## src/rtl/serial_pattern_pkg.sv

```systemverilog
`default_nettype none
// ============================================================================
// Module      : serial_pattern_pkg
// Description : Shared state encoding and effective-length helper for the
//               serial pattern transmitter.
// Revision    : 1.0 - initial release
// ============================================================================
package serial_pattern_pkg;

    typedef enum logic [1:0] {
        IDLE = 2'b00,
        SEND = 2'b01,
        GAP  = 2'b10,
        DONE = 2'b11
    } state_e;

    // A length of 0, or one longer than the pattern register, means "full width".
    function automatic logic [31:0] eff_len(input logic [31:0] len, input logic [31:0] width);
        return ((len == 32'd0) || (len > width)) ? width : len;
    endfunction

endpackage
`default_nettype wire

```

## src/rtl/down_counter.sv

```systemverilog
`default_nettype none
// ============================================================================
// Module      : down_counter
// Description : Loadable saturating down-counter with zero flag and
//               synchronous clear; exposes its next value for look-ahead.
// Revision    : 1.0 - initial release
// ============================================================================
module down_counter #(
    parameter int W = 4
) (
    input  logic         clk,
    input  logic         clr,
    input  logic         i_load,
    input  logic [W-1:0] i_load_val,
    input  logic         i_dec,
    output logic [W-1:0] o_count_next,
    output logic         o_zero
);

    logic [W-1:0] count_q;
    logic [W-1:0] count_d;

    always_comb begin
        count_d = count_q;
        if (clr) begin
            count_d = '0;
        end else if (i_load) begin
            count_d = i_load_val;
        end else if (i_dec && (count_q != '0)) begin
            count_d = count_q - W'(1);
        end
    end

    always_ff @(posedge clk) begin
        count_q <= count_d;
    end

    assign o_count_next = count_d;
    assign o_zero       = (count_q == '0);

endmodule
`default_nettype wire

```

## src/rtl/serial_pattern_tx.sv

```systemverilog
`default_nettype none
// ============================================================================
// Module      : serial_pattern_tx
// Description : Captures a pattern, length and repeat count, then shifts the
//               pattern out MSB-first on x with one idle gap between repeats.
// Revision    : 1.0 - initial release
// ============================================================================
module serial_pattern_tx #(
    parameter int WIDTH = 8,
    parameter int LEN_W = 4,
    parameter int REP_W = 4
) (
    input  logic             clk,
    input  logic             clr,
    input  logic             start,
    input  logic [WIDTH-1:0] pattern,
    input  logic [LEN_W-1:0] len,
    input  logic [REP_W-1:0] reps,
    output logic             x,
    output logic             x_valid,
    output logic             busy,
    output logic             done
);
    import serial_pattern_pkg::*;

    state_e           state_q, state_d;
    logic [WIDTH-1:0] pat_q, pat_d;
    logic [LEN_W-1:0] len_q, len_d;
    logic             x_q, x_d;
    logic             x_valid_q, x_valid_d;
    logic             busy_q, busy_d;
    logic             done_q, done_d;

    logic [LEN_W-1:0] w_len_eff;
    logic             w_idx_load, w_idx_dec, w_idx_zero;
    logic [LEN_W-1:0] w_idx_load_val, w_idx_next;
    logic             w_rep_load, w_rep_dec, w_rep_zero;
    logic [REP_W-1:0] w_rep_next_unused;
    logic [WIDTH-1:0] w_shifted;

    assign w_len_eff = LEN_W'(eff_len(32'(len), 32'(WIDTH)));

    down_counter #(.W(LEN_W)) u_idx (
        .clk          (clk),
        .clr          (clr),
        .i_load       (w_idx_load),
        .i_load_val   (w_idx_load_val),
        .i_dec        (w_idx_dec),
        .o_count_next (w_idx_next),
        .o_zero       (w_idx_zero)
    );

    down_counter #(.W(REP_W)) u_rep (
        .clk          (clk),
        .clr          (clr),
        .i_load       (w_rep_load),
        .i_load_val   (reps),
        .i_dec        (w_rep_dec),
        .o_count_next (w_rep_next_unused),
        .o_zero       (w_rep_zero)
    );

    always_comb begin
        state_d        = state_q;
        pat_d          = pat_q;
        len_d          = len_q;
        w_idx_load     = 1'b0;
        w_idx_load_val = len_q - LEN_W'(1);
        w_idx_dec      = 1'b0;
        w_rep_load     = 1'b0;
        w_rep_dec      = 1'b0;
        case (state_q)
            IDLE: begin
                if (start) begin
                    state_d        = SEND;
                    pat_d          = pattern;
                    len_d          = w_len_eff;
                    w_idx_load     = 1'b1;
                    w_idx_load_val = w_len_eff - LEN_W'(1);
                    w_rep_load     = 1'b1;
                end
            end
            SEND: begin
                if (!w_idx_zero) begin
                    w_idx_dec = 1'b1;
                end else if (!w_rep_zero) begin
                    state_d    = GAP;
                    w_rep_dec  = 1'b1;
                    w_idx_load = 1'b1;
                end else begin
                    state_d = DONE;
                end
            end
            GAP:  state_d = SEND;
            DONE: state_d = IDLE;
        endcase

        // Outputs are registered from the next state and next index so they
        // line up with the state they describe.
        w_shifted = pat_d >> w_idx_next;
        x_valid_d = (state_d == SEND);
        x_d       = x_valid_d & w_shifted[0];
        busy_d    = (state_d == SEND) || (state_d == GAP);
        done_d    = (state_d == DONE);
    end

    always_ff @(posedge clk) begin
        if (clr) begin
            state_q   <= IDLE;
            pat_q     <= '0;
            len_q     <= '0;
            x_q       <= 1'b0;
            x_valid_q <= 1'b0;
            busy_q    <= 1'b0;
            done_q    <= 1'b0;
        end else begin
            state_q   <= state_d;
            pat_q     <= pat_d;
            len_q     <= len_d;
            x_q       <= x_d;
            x_valid_q <= x_valid_d;
            busy_q    <= busy_d;
            done_q    <= done_d;
        end
    end

    assign x       = x_q;
    assign x_valid = x_valid_q;
    assign busy    = busy_q;
    assign done    = done_q;

endmodule
`default_nettype wire

```

## config.mk

```make
export PLATFORM = sky130hd
export DESIGN_NAME = serial_pattern_tx
export DESIGN_NICKNAME = d
export VERILOG_FILES = /design/src/rtl/serial_pattern_pkg.sv /design/src/rtl/down_counter.sv /design/src/rtl/serial_pattern_tx.sv
export SDC_FILE = /design/constraint.sdc
export NUM_CORES = 1
export LEC_CHECK = 0
export ABC_AREA = 1
export CAP_MARGIN = 20
export CELL_PAD_IN_SITES_DETAIL_PLACEMENT = 0
export CELL_PAD_IN_SITES_GLOBAL_PLACEMENT = 1
export CORE_ASPECT_RATIO = 1.25
export CORE_MARGIN = 2
export CORE_UTILIZATION = 35
export CTS_BUF_LIST = sky130_fd_sc_hd__clkbuf_8
export CTS_CLUSTER_SIZE = 25
export DETAILED_ROUTE_END_ITERATION = 7
export GPL_TIMING_DRIVEN = 0
export PLACE_DENSITY_LB_ADDON = 0.1
export SLEW_MARGIN = 20
export SYNTH_ARGS = -nofsm -noshare
export SYNTH_HDL_FRONTEND = slang
export SYNTH_SLANG_ARGS = --single-unit
```

## constraint.sdc

```tcl
create_clock -name clk -period 1.6 [get_ports clk]
set_input_delay 0.32 -clock clk [delete_from_list [all_inputs] [get_ports clk]]
set_output_delay 0.32 -clock clk [all_outputs]
set_load 0.05 [all_outputs]
```

======== After elaboration in Yosys (flattened, before gate mapping) ========
Cells that the tools add are included.
storage, ports and cells
  bits in registers ....................... 26
  bits in latches ......................... 0
  bits in writable memories ............... 0
  memory bits (read-only) ................. 0
  logic and storage cells ................. 56
  memories ................................ 0
operators by class
  add/subtract/negate cells ............... 4
  multiply operators ...................... 0
  div/mod/pow operators ................... 0
  order comparisons ....................... 1
  eq/ne operators ......................... 6
  shifts and indexed selects .............. 1
  multiplexer cells ....................... 22
  bitwise gates (word level) .............. 1
  reduce and logical (&&, ||, !) cells .... 12
operators by type and width
  kind                 count
  $mux 4               8
  $mux 8               2
  $sub 4x1->4 const B  4
  $logic_not 4->1      3
  $eq 2x2->1 const B   4
  $mux 1               8
  $pmux 2 s4           1
  $reduce_bool 4->1    2
  $shr 8x4->1          1
  $eq 2x1->1 const B   2
  $gt 4x4->1 const B   1
  $mux 2               2
  $logic_and 1x1->1    2
  $logic_not 2->1      1
  $logic_or 1x1->1     2
  $pmux 1 s2           1
  $reduce_and 2->1     1
  $reduce_bool 2->1    1
  $and 1x1->1          1

======== Logic depth before layout (Yosys ltp) ========
Gate-level depths: netlist (run 1).
  depth after elaboration ................. 10
  gate-level depth with buffers ........... 15

======== Hierarchy ========
Synthesis (run 1) repeated with hierarchy kept, for this count alone.
unflattened totals
  cell total of the unflattened synthesis .. 218
  area, all modules ....................... 1490.2 um^2
modules (own cells, without submodules)
  module             instances  cells an instance  area each (um^2)  seq. area each (um^2)
  serial_pattern_tx  1          126                949.7             360.3
  down_counter       2          46                 270.3             80.1

======== Worst setup path after synthesis (run 1) ========
Ideal clock, no wire load.
  path kind ............................... register to register
  start point ............................. register u_rep.count_q[0]
  end point ............................... register x_q (netlist: x)
  library setup time ...................... 0.064 ns
  arrival time ............................ 1.648 ns
  slack ................................... -0.111 ns
  stages on the path, launching flop included .. 10
  buffers on the path ..................... 0
  clock period less this slack ............ 1.711 ns
  cell sequence ........................... dfxtp_1 > inv_1 > ha_1 > nand3_1 > o311ai_0 > ha_1 > inv_1 > nor3_1 > nand2_1 > nor2_1
RTL lines
  element                   RTL line                  text
  start: declaration        down_counter.sv:20        logic [W-1:0] count_q;
  start signal: assignment  down_counter.sv:35        count_q <= count_d;
  $logic_not 4->1           down_counter.sv:39        assign o_zero = (count_q == '0);
  $mux 1                    serial_pattern_tx.sv:86   end else if (!w_rep_zero) begin
  $mux 2                    serial_pattern_tx.sv:84   if (!w_idx_zero) begin
  $pmux 2 s4                serial_pattern_tx.sv:72   case (state_q)
  net state_d[0]            serial_pattern_tx.sv:26   state_e state_q, state_d;
  $eq 2x1->1                serial_pattern_tx.sv:101  x_valid_d = (state_d == SEND);
  net x_valid_d             serial_pattern_tx.sv:30   logic x_valid_q, x_valid_d;
  $and 1x1->1               serial_pattern_tx.sv:102  x_d = x_valid_d & w_shifted[0];
  end signal: assignment    serial_pattern_tx.sv:112  x_q <= 1'b0;
  end signal: assignment    serial_pattern_tx.sv:120  x_q <= x_d;
  end: declaration          serial_pattern_tx.sv:29   logic x_q, x_d;
The timed path passes the listed nets, and every way through them passes these cells.
A chain may end at the register's enable or synchronous reset.

======== Worst setup path in the final report (run 1) ========
  start point ............................. register u_idx.count_q[0]
  end point ............................... register x_q (netlist: x)
between the ends
  word-level cells in the longest chain between the ends .. 9
RTL lines
  element                   RTL line                  text
  start: declaration        down_counter.sv:20
  start signal: assignment  down_counter.sv:35
  $logic_not 4->1           down_counter.sv:39
  $mux 1                    serial_pattern_tx.sv:84
  $mux 1                    serial_pattern_tx.sv:72
  $logic_and 1x1->1         down_counter.sv:29        end else if (i_dec && (count_q != '0)) begin
  $mux 4                    down_counter.sv:29
  $mux 4                    down_counter.sv:27        end else if (i_load) begin
  $mux 4                    down_counter.sv:25        if (clr) begin
  $shr 8x4->1               serial_pattern_tx.sv:100  w_shifted = pat_d >> w_idx_next;
  $and 1x1->1 *             serial_pattern_tx.sv:102
Mark *: on every way between the ends. The rest lies on a longest branch, timed or not.

==> results of run 1 <==
==> sequential cells by signal, summed over array words and instances (netlist names) <==
signal,flops
pat_q,8
u_idx.count_q,4
state_q,2
len_q,4
u_rep.count_q,4
x_valid,1
busy,1
done,1
x,1
==> worst register-to-register path, stage by stage, from the launching register on <==
cell and delay (ns):
dfxtp_2 0.33, inv_2 0.07, ha_4 0.14, nand2_2 0.07, nor2_4 0.11, nand3_4 0.10, nand2_8 0.13, nor2_4 0.05
nor2_4 0.14, nand2_4 0.10, nand2_1 0.11, nand3_2 0.09, a21oi_2 0.14, nor2_2 0.05
==> per-stage QoR <==
step | TNS [ns] | hold WS (ns) | utilization (%) | setup WS, ns | power [mW]
after floorplan | 0 | 0.462 | - | 0.00106 | 1.97
after global placement | -3.45 | 0.475 | 43.4 | -0.653 | 2.29
after detailed placement | -4.06 | 0.482 | 43.4 | -0.678 | 2.33
after CTS | -0.118 | 0.507 | 49.8 | -0.118 | 3.07
after global routing | -0.296 | 0.426 | 51.9 | -0.214 | 3.50
final | -0.120 | 0.401 | 51.9 | -0.120 | 3.24
==> worst max-delay path by stage <==
stage,endpoint,cells past startpoint
detailed placement,x,14
global route,x,13
floorplan,x,15
finish,x,13
global placement,x,14
CTS,x,13
==> what timing repair did <==
action / CTS / global route
hold endpoints to repair: 0 / 0
hold buffers: 0 / 0
buffers inserted: 14 / 4
endpoints found under the setup margin: 12 / 6
cloned: 0 / 0
pin swaps: 17 / 16
resized for setup: 40 / 22
==> power breakdown <==
group | total, mW | internal, mW | switching (mW)
Sequential | 0.921 | 0.823 | 0.0979
Clock | 0.379 | 0.169 | 0.210
Combinational | 1.94 | 0.829 | 1.11
Total | 3.24 | 1.82 | 1.42
==> final cells by class <==
class                      instances  area share, %
multi-input combinational        139           45.1
tap                               56           3.35
timing repair buffer              39           16.1
inverter                          35           6.52
clock buffer                       3           1.97
buffer                             5           1.79
sequential                        26           25.1
==> cell families after synthesis <==
group / synth area share, %
simple gates: 32.5
fa+ha+maj: 6.03
xor+xnor: 1.21
compound gates: 13.2
buf+inv: 11.2
flops: 35.9
==> cell usage in the layout (no fill, tap or decap), drive strengths merged, types with 3 or more instances in the layout <==
master,netlist,final
a21oi,6,6
buf,3,21
clkbuf,2,7
clkdlybuf4s50,0,12
dfxtp,26,26
dlygate4sd2,0,6
ha,7,7
inv,35,35
nand2,38,38
nand3,23,23
nor2,26,26
nor3,3,3
o21a,7,7
o21ai,12,12
or2,8,8
==> routing by layer <==
layer	track usage, %	wire length, um	vias up
met5	0	0	-
met4	5.11	55	0
met3	2.55	103	5
met2	28.2	1880	25
met1	21.4	1590	659
li1	-	-	740
==> Yosys cell counts (all sizes together) (3+ instances only) <==
cell type,count,area (um^2)
dfxtp,26,521
ha,7,87.6
a21oi,6,30.0
nor2,26,108
or2,8,50.1
buf,3,21.3
o21ai,12,63.8
inv,35,134
nor3,3,15.0
nand3,23,138
o21a,7,52.6
nand2,38,155
==> results.toml, run 1 <==
[setup_path]
regToRegStartpoint = "u_idx.count_q[0]"
worstSetupStartpoint = "u_idx.count_q[0]"
path_buf_inv = 1
critical_path_peak_fanout = 6
crit_top_cell = "nor2_4"
critPathArrivalTime_ns = 1.90
cp-end-kind = "register"
cp_slowest_stage_delay_ns = 0.33
reg2reg_depth = 13
critPathRequiredTime_ns = 1.78
path_cells = "inv_2, ha_4, nand2_2, nor2_4, nand3_4, nand2_8, nor2_4, nor2_4, nand2_4, nand2_1, nand3_2, a21oi_2, nor2_2"
reg2reg_slack_ns = -0.12
cpMaxStageDelayCell = "dfxtp_2"
worstSetupStartpointType = "register"
critical_path_class = "reg -> reg"
reg2reg_to = "x"
crit_family = "simple AND/OR/NAND/NOR gates"

[global_routing]
grtUsageTotal_pct = 16.8
grt_pass1_wl_um = 6070
antenna_found_initial = 0
grt_pass1_vias = 1382
grt-ovfl-total = 0
grt_max_degree = 14

[cells_and_area]
drive_above_1_share_pct = 31.6
multi_input_area_um2 = 943
final_area_mm2 = 0.00209
area_growth_pct = 44.1
nFillCells = 429
layout.area.seq_um2 = 526
insertedDiodeCount = 0
stdcell_count = 303
layout.nets = 275

[cts]
clock_tree.buffer_depth = 2
cts_max_level = 1
numCtsBuffers = 3
clk_pin_slew_ns = 0.09
clock_latency_ns = 0.27
clkSinkCount = 26
ctsRootBufferMaster = "clkbuf_8"
cts_tree = "built"

[power_and_ir_drop]
ir_worst_vdd_mv = 0.416
power.density_mw_per_mm2 = 1550
p_leak_nw = 0.974

[outcome]
outcome = "complete, but fails checks"
violations = "negative setup slack"

[die]
io_pins = 23
start_util_pct = 36.0
die_area_mm2 = 0.00468
core_area_mm2 = 0.00403
die_h_um = 76.0
fp-row-count = 26
fp.dieW_um = 61.6

[sta]
slew-limit-headroom_pct = 60.4
period_share_pct = 107
drv_slew = 0
worst_pin_slew_ns = 0.594
layout_setup_ws_ns = -0.120
skew_ns = 0.00199
hold_violations = 0
post-route-min-period_ns = 1.72
rsz0062_at_grt = "true"
setup_viol = 1
fmax_mhz = 582

[hold_path]
hold_path.class = "in -> reg"
hp-start = "len[1]"
min_path_cells = 4
min_to = "len_q[1]"

[synthesis]
syn_avg_cell_area_um2 = 7.08
synth_cell_types = 31
synth-edff-count = 0
synth_warnings = 0
ys.flop_type = "dfxtp_1"
synth_area_mm2 = 0.00145
ys_ff_latch = 26
synth_cells = 205
synth_nets = 231
ys_async_sr_fraction_pct = 0
synth.yosys.seq_area_share_pct = 35.9

[drt]
post-route-drc-count = 0
drt-wirelength-per-cell_um = 12.0
firstDrtPassIters = 4
vias = 1429
drt_iter0_markers = 66
post_drt_via_cell_ratio = 4.72
antenna_left = 0
routed_wl_um = 3630

[placed_design]
gp_congestion = 0.774
numPortBuffers = 21
dpl-instance-area_mm2 = 0.00175
dp_hpwl_um = 2580
dp.cells = 282

[job]
drv_cap = 0
(Power assumes the default switching activity.)
==> run 2: changes to the inputs <==
--- a/config.mk
+++ b/config.mk
@@ -6,6 +6,7 @@
 export NUM_CORES = 1
 export LEC_CHECK = 0
 export ABC_AREA = 1
+export ABC_CLOCK_PERIOD_IN_PS = 1600
 export CAP_MARGIN = 20
 export CELL_PAD_IN_SITES_DETAIL_PLACEMENT = 0
 export CELL_PAD_IN_SITES_GLOBAL_PLACEMENT = 1
==> results of run 2 <==
No change in the layout: final DEF, timing and power equal those of run 1.
==> run 3: changes to the inputs <==
--- a/config.mk
+++ b/config.mk
@@ -14,7 +14,7 @@
 export CORE_MARGIN = 2
 export CORE_UTILIZATION = 35
 export CTS_BUF_LIST = sky130_fd_sc_hd__clkbuf_8
-export CTS_CLUSTER_SIZE = 25
+export CTS_CLUSTER_SIZE = 20
 export DETAILED_ROUTE_END_ITERATION = 7
 export GPL_TIMING_DRIVEN = 0
 export PLACE_DENSITY_LB_ADDON = 0.1
==> results of run 3 <==
No change in the layout: final DEF, timing and power equal those of run 1.
==> RTL change 1, RTL diff (settings of run 2) <==
Set the parameter `REP_W` to 5 (it was 4).
--- a/src/rtl/serial_pattern_tx.sv
+++ b/src/rtl/serial_pattern_tx.sv
@@ -8,7 +8,7 @@
 module serial_pattern_tx #(
     parameter int WIDTH = 8,
     parameter int LEN_W = 4,
-    parameter int REP_W = 4
+    parameter int REP_W = 5
 ) (
     input  logic             clk,
     input  logic             clr,
Interface: changed (resized reps); port bits go from 23 to 24. The function was not compared with the original's and may differ.
==> RTL change 1 against run 2 <==
- the flow still finishes with violations (negative setup slack)
- count of clock-buffer cells in the layout unchanged
- sequential share of layout area up 1.7 points
- total power shrank 31%
- routed wire length is 4.9% lower
- setup slack better by 90 ps
- sequential cell count up 1
- cell area fell by 2.7%
- fmax up 5.5%
- largest cell class unchanged
- worst hold slack lost 58 ps
- synthesized area grew 7.8%
- critical path type unchanged
==> RTL change 1: results (changes against run 2) <==
vias per cell=4.51 (-4.4%); Setup-failing EPs final=1 (unchanged); Total Routing Usage GR=15.0% (-1.8 points); maximum VDD drop=0.321 mV (-23%); worst-path fanout max=5 (-1); Synth cell types=32 (+3.2%); Adder-Cell Fraction of Synth Area=6.40% (+0.37 points); Worst Clk Skew=1.49 ps (-0.503 ps); failing checks=negative setup slack; largest net degree at the start of global routing=16 (+2); Area contributors post-synth=dfxtp_1 (35%), nand2_1 (11%), ha_1 (6.4%), inv_1 (6.2%), a21oi_1 (4.8%); Worst Reg-to-Reg Cells=14 (+1); status=finished with violations; syn_nets=244 (+5.6%); leakage=0.947 nW (-2.8%); origin of the worst setup path=u_rep.count_q[0]; vias in the first global route=1356 (-1.9%); DR iter-0 viols=34 (-48%); final worst-path setup slack=-29.3 ps (+90.3 ps); Avg WL per Cell=11.2 µm (-6.1%); layout cells sized above 1=21.7% (-9.9 points); Total Nets Final=278 (+1.1%); asr flop ratio synth=0% (unchanged); placed wire-length estimate=2.60 mm (+0.73%); Critical Path AT=1820 ps (-80 ps); IO buf count=22 (+4.8%); Rel. slew slack=67.3% (+6.8 points)
-- RTL change 1: logic make-up after synthesis --
| kind of cell | count (synthesis) |
|---|---|
| AOI/OAI and AO/OA | 38 |
| xor gates and xnor gates | 3 |
| adders and majority gates | 8 |
| buffers and inverters | 37 |
| DFF | 27 |
| and+or+nand+nor | 103 |
-- RTL change 1: critical path, stage by stage, from the launching register on --
cell and delay [ps]:
dfxtp_1 340, inv_2 50, ha_1 200, nand2_1 110, nor2_4 60, nor2_4 150, nor2_8 70, nand2_4 100
nand3_4 90, nand2_1 70, nand3_1 70, nand2_1 70, nand2_1 60, nand2_1 60, nor2_1 30
-- RTL change 1: routing by layer --
layer / up-vias / track usage, % / part of all wire, %
met5: - / 0 / 0
met4: 0 / 6.52 / 1.8
met3: 5 / 2.12 / 3.0
met2: 21 / 26.3 / 48
met1: 598 / 18.1 / 47
li1: 760 / - / -
-- RTL change 1: area by class of cell --
class / count / area [µm²]
flip-flops and latches: 27 / 546
repair buffers: 29 / 273
plain buffers: 6 / 42.5
multi-input cells: 152 / 932
well taps: 58 / 72.6
clock buffers: 3 / 41.3
fillers: 458 / 2320
clock inverters: 1 / 5.00
inverters: 31 / 124
-- RTL change 1: what timing repair did --
item                                   4_1_cts  5_1_grt
pin swaps                                    0       14
resized for setup                           10       26
hold buffers                                 0        0
buffers inserted                             0        7
setup endpoints to repair                    7        6
endpoints found under the hold margin        0        0
-- RTL change 1: where the power goes --
part | total [W] | switching, W | internal [W]
Clock | 0.000403 | 0.000227 | 0.000175
Sequential | 0.000834 | 0.0000592 | 0.000775
Combinational | 0.000999 | 0.000593 | 0.000406
-- RTL change 1: how the worst min path moves through the flow --
stage / from / to / slack (ps) / cells past startpoint
2_1_floorplan: pat_q[5] / pat_q[5] / 450 / 2
3_3_place_gp: pat_q[5] / pat_q[5] / 460 / 2
3_5_place_dp: pat_q[7] / pat_q[7] / 470 / 2
4_1_cts: clr / pat_q[5] / 350 / 2
5_1_grt: clr / pat_q[7] / 340 / 2
6_report: clr / pat_q[5] / 340 / 2
-- RTL change 1: stage by stage --
stage / cell area, µm² / setup TNS (ps) / std cells / util (%) / setup WS (ps)
after global routing: 2040 / -166 / 307 / 46.7 / -153
after CTS: 1910 / -95.4 / 300 / 43.9 / -95.4
after detailed placement: 1860 / -2780 / 296 / 42.6 / -398
after global placement: 1860 / -2910 / 296 / 42.6 / -416
after floorplan: 1560 / 0 / 216 / - / 72.0
final: 2040 / -29.3 / 307 / 46.7 / -29.3
==> RTL change 2, RTL diff (flow settings as in run 2) <==
Without the edit above. Add an input register stage for `clr`, `start`, `pattern`, `len` and `reps`, without a reset; this delays them by one clock.
--- a/src/rtl/serial_pattern_tx.sv
+++ b/src/rtl/serial_pattern_tx.sv
@@ -23,6 +23,20 @@
 );
     import serial_pattern_pkg::*;
 
+    logic clr_q;
+    logic start_q;
+    logic [WIDTH-1:0] pattern_q;
+    logic [LEN_W-1:0] len_r;
+    logic [REP_W-1:0] reps_q;
+
+    always_ff @(posedge clk) begin
+        clr_q     <= clr;
+        start_q   <= start;
+        pattern_q <= pattern;
+        len_r     <= len;
+        reps_q    <= reps;
+    end
+
     state_e           state_q, state_d;
     logic [WIDTH-1:0] pat_q, pat_d;
     logic [LEN_W-1:0] len_q, len_d;
@@ -38,11 +52,11 @@
     logic [REP_W-1:0] w_rep_next_unused;
     logic [WIDTH-1:0] w_shifted;
 
-    assign w_len_eff = LEN_W'(eff_len(32'(len), 32'(WIDTH)));
+    assign w_len_eff = LEN_W'(eff_len(32'(len_r), 32'(WIDTH)));
 
     down_counter #(.W(LEN_W)) u_idx (
         .clk          (clk),
-        .clr          (clr),
+        .clr          (clr_q),
         .i_load       (w_idx_load),
         .i_load_val   (w_idx_load_val),
         .i_dec        (w_idx_dec),
@@ -52,9 +66,9 @@
 
     down_counter #(.W(REP_W)) u_rep (
         .clk          (clk),
-        .clr          (clr),
+        .clr          (clr_q),
         .i_load       (w_rep_load),
-        .i_load_val   (reps),
+        .i_load_val   (reps_q),
         .i_dec        (w_rep_dec),
         .o_count_next (w_rep_next_unused),
         .o_zero       (w_rep_zero)
@@ -71,9 +85,9 @@
         w_rep_dec      = 1'b0;
         case (state_q)
             IDLE: begin
-                if (start) begin
+                if (start_q) begin
                     state_d        = SEND;
-                    pat_d          = pattern;
+                    pat_d          = pattern_q;
                     len_d          = w_len_eff;
                     w_idx_load     = 1'b1;
                     w_idx_load_val = w_len_eff - LEN_W'(1);
@@ -105,7 +119,7 @@
     end
 
     always_ff @(posedge clk) begin
-        if (clr) begin
+        if (clr_q) begin
             state_q   <= IDLE;
             pat_q     <= '0;
             len_q     <= '0;
Formal check against the unedited RTL: not equivalent (a bounded check fails within 4 cycles, from zero or initial values).
==> RTL change 2 against run 2 <==
- sequential share of layout area rose by 11 points
- critical path depth did not move
- the run still ends with negative setup slack left
- critical endpoint unchanged
- synthesized area rose by 27%
- routed wire length rose by 5.7%
- final cell count rose by 6.9%
- cell area rose by 17%
- sequential cell count rose by 18
- setup slack got worse by 15 ps
- total power rose by 18%
==> RTL change 2: results (changes against run 2) <==
status=finished with violations; failing checks=negative setup slack; Skew-Pair Late Insertion Delay=290 ps (+20 ps); placed cells=308 (+9.2%); worst-path fanout max=3 (-3); met2 wire length=1.93 mm (+2.9%); CTS Buf Count=5 (+2); wire length on met1=1.75 mm (+9.7%); Setup-failing EPs final=1 (unchanged); Critical Path AT=1930 ps (+30 ps); # fillers=517 (+21%); Max Root-Sink Buffers=2 (unchanged); maximum VDD drop=0.616 mV (+48%); Hold Crit Class=input pin to flip-flop; Synth cell types=32 (+3.2%); Rel. slew slack=67.3% (+6.8 points); DR iter-0 viols=41 (-38%); Avg WL per Cell=11.8 µm (-1.1%); vias per cell=4.63 (-1.9%); sequential share of the synthesized area=47.9% (+12 points); Fin Setup TNS=-134 ps (-14.8 ps); NetSw=0.00148 W (+4.0%); clock share of power=18.4% (+6.7 points); total wire length=3.84 mm (+5.7%); Post-CTS Resized=12 (-70%); DP Area=0.00216 mm² (+23%); # H-tree levels=2 (+1); Crit Reg-Reg Startpoint=len_r[0]; IO buf count=22 (+4.8%); Area contributors post-synth=dfxtp_1 (48%), inv_1 (6.1%), nand2_1 (6.1%), nand3_1 (5.7%), ha_1 (4.8%); layout cells sized above 1=25.2% (-6.4 points); CP max-delay cell=dfxtp_2; wire length of the first global-routing pass=6.55 mm (+7.8%); Routability Congestion=0.812 (+4.9%); critical path's largest stage delay=350 ps (+20 ps); Synth Area per Inst=8.21 µm² (+16%); pre-CTS setup slack=-220 ps (+457 ps); crit start category=flip-flop; crit-path leading delay family=simple AND/OR/NAND/NOR gates; # Post-CTS Setup Buffers=3 (-11); Worst Clk Skew=2.86 ps (+0.871 ps); Reg power frac=36.5% (+8.1 points); final worst-path setup slack=-134 ps (-14.8 ps); synth cell count leaders=dfxtp_1 (44), inv_1 (30), nand2_1 (30); overall power=0.00384 W (+18%); Clock Pin Slew Worst Setup and Hold Paths=80 ps; routed wl met3=97 µm (-5.8%); Total Routing Usage GR=14.7% (-2.1 points); Sequential Area=887 µm² (+69%); Worst Reg-to-Reg Cells=13 (unchanged); placed wire-length estimate=2.68 mm (+3.6%); largest net degree at the start of global routing=14 (unchanged); leakage=1.11 nW (+13%); syn_nets=250 (+8.2%)
-- RTL change 2: worst min path at each step --
stage          startpoint               end  slack, ps  depth (start not counted)
6_report           len[0]          len_r[0]        460                          1
5_1_grt        pattern[0]      pattern_q[0]        440                          1
4_1_cts        pattern[5]      pattern_q[5]        450                          1
3_5_place_dp    reps_q[0]  u_rep.count_q[0]        460                          2
3_3_place_gp    reps_q[0]  u_rep.count_q[0]        460                          2
2_1_floorplan         clr             clr_q        350                          0
-- RTL change 2: cells by family (layout without fill, tap and decap cells) --
| kind of cell | after synthesis | in the layout | share of synthesized area (%) |
|---|---|---|---|
| and+or+nand+nor | 101 | 101 | 27.7 |
| DFF | 44 | 44 | 47.9 |
| buffers and inverters | 39 | 77 | 8.71 |
| AOI/OAI and AO/OA | 32 | 32 | 10.5 |
| adders and majority gates | 7 | 7 | 4.76 |
| xor gates and xnor gates | 1 | 1 | 0.476 |
-- RTL change 2: layout make-up --
| type | instances | share of cell area, % |
|---|---|---|
| sequential | 44 | 36.2 |
| clock buffer | 6 | 3.37 |
| tap | 62 | 3.16 |
| multi-input combinational | 141 | 38.1 |
| timing repair buffer | 30 | 11.9 |
| clock inverter | 2 | 0.408 |
| buffer | 5 | 1.43 |
| inverter | 34 | 5.51 |
-- RTL change 2: worst reg2reg max path: stages, from the launching register on --
cell     delay [ps]
dfxtp_2         350
nor2_4          130
nand2_2          80
nand2_4          90
nand3_2         100
ha_4            230
nand2_1          60
nand2_1          50
nand2_1          70
nand3_2         100
inv_2           110
nand3_2          80
a21oi_2         150
nor2_1           60
-- RTL change 2: routing by layer --
metal | up-vias | track usage (%)
met5 | - | 0
met4 | 0 | 4.81
met3 | 6 | 3.18
met2 | 20 | 24.5
met1 | 682 | 18.5
li1 | 791 | -
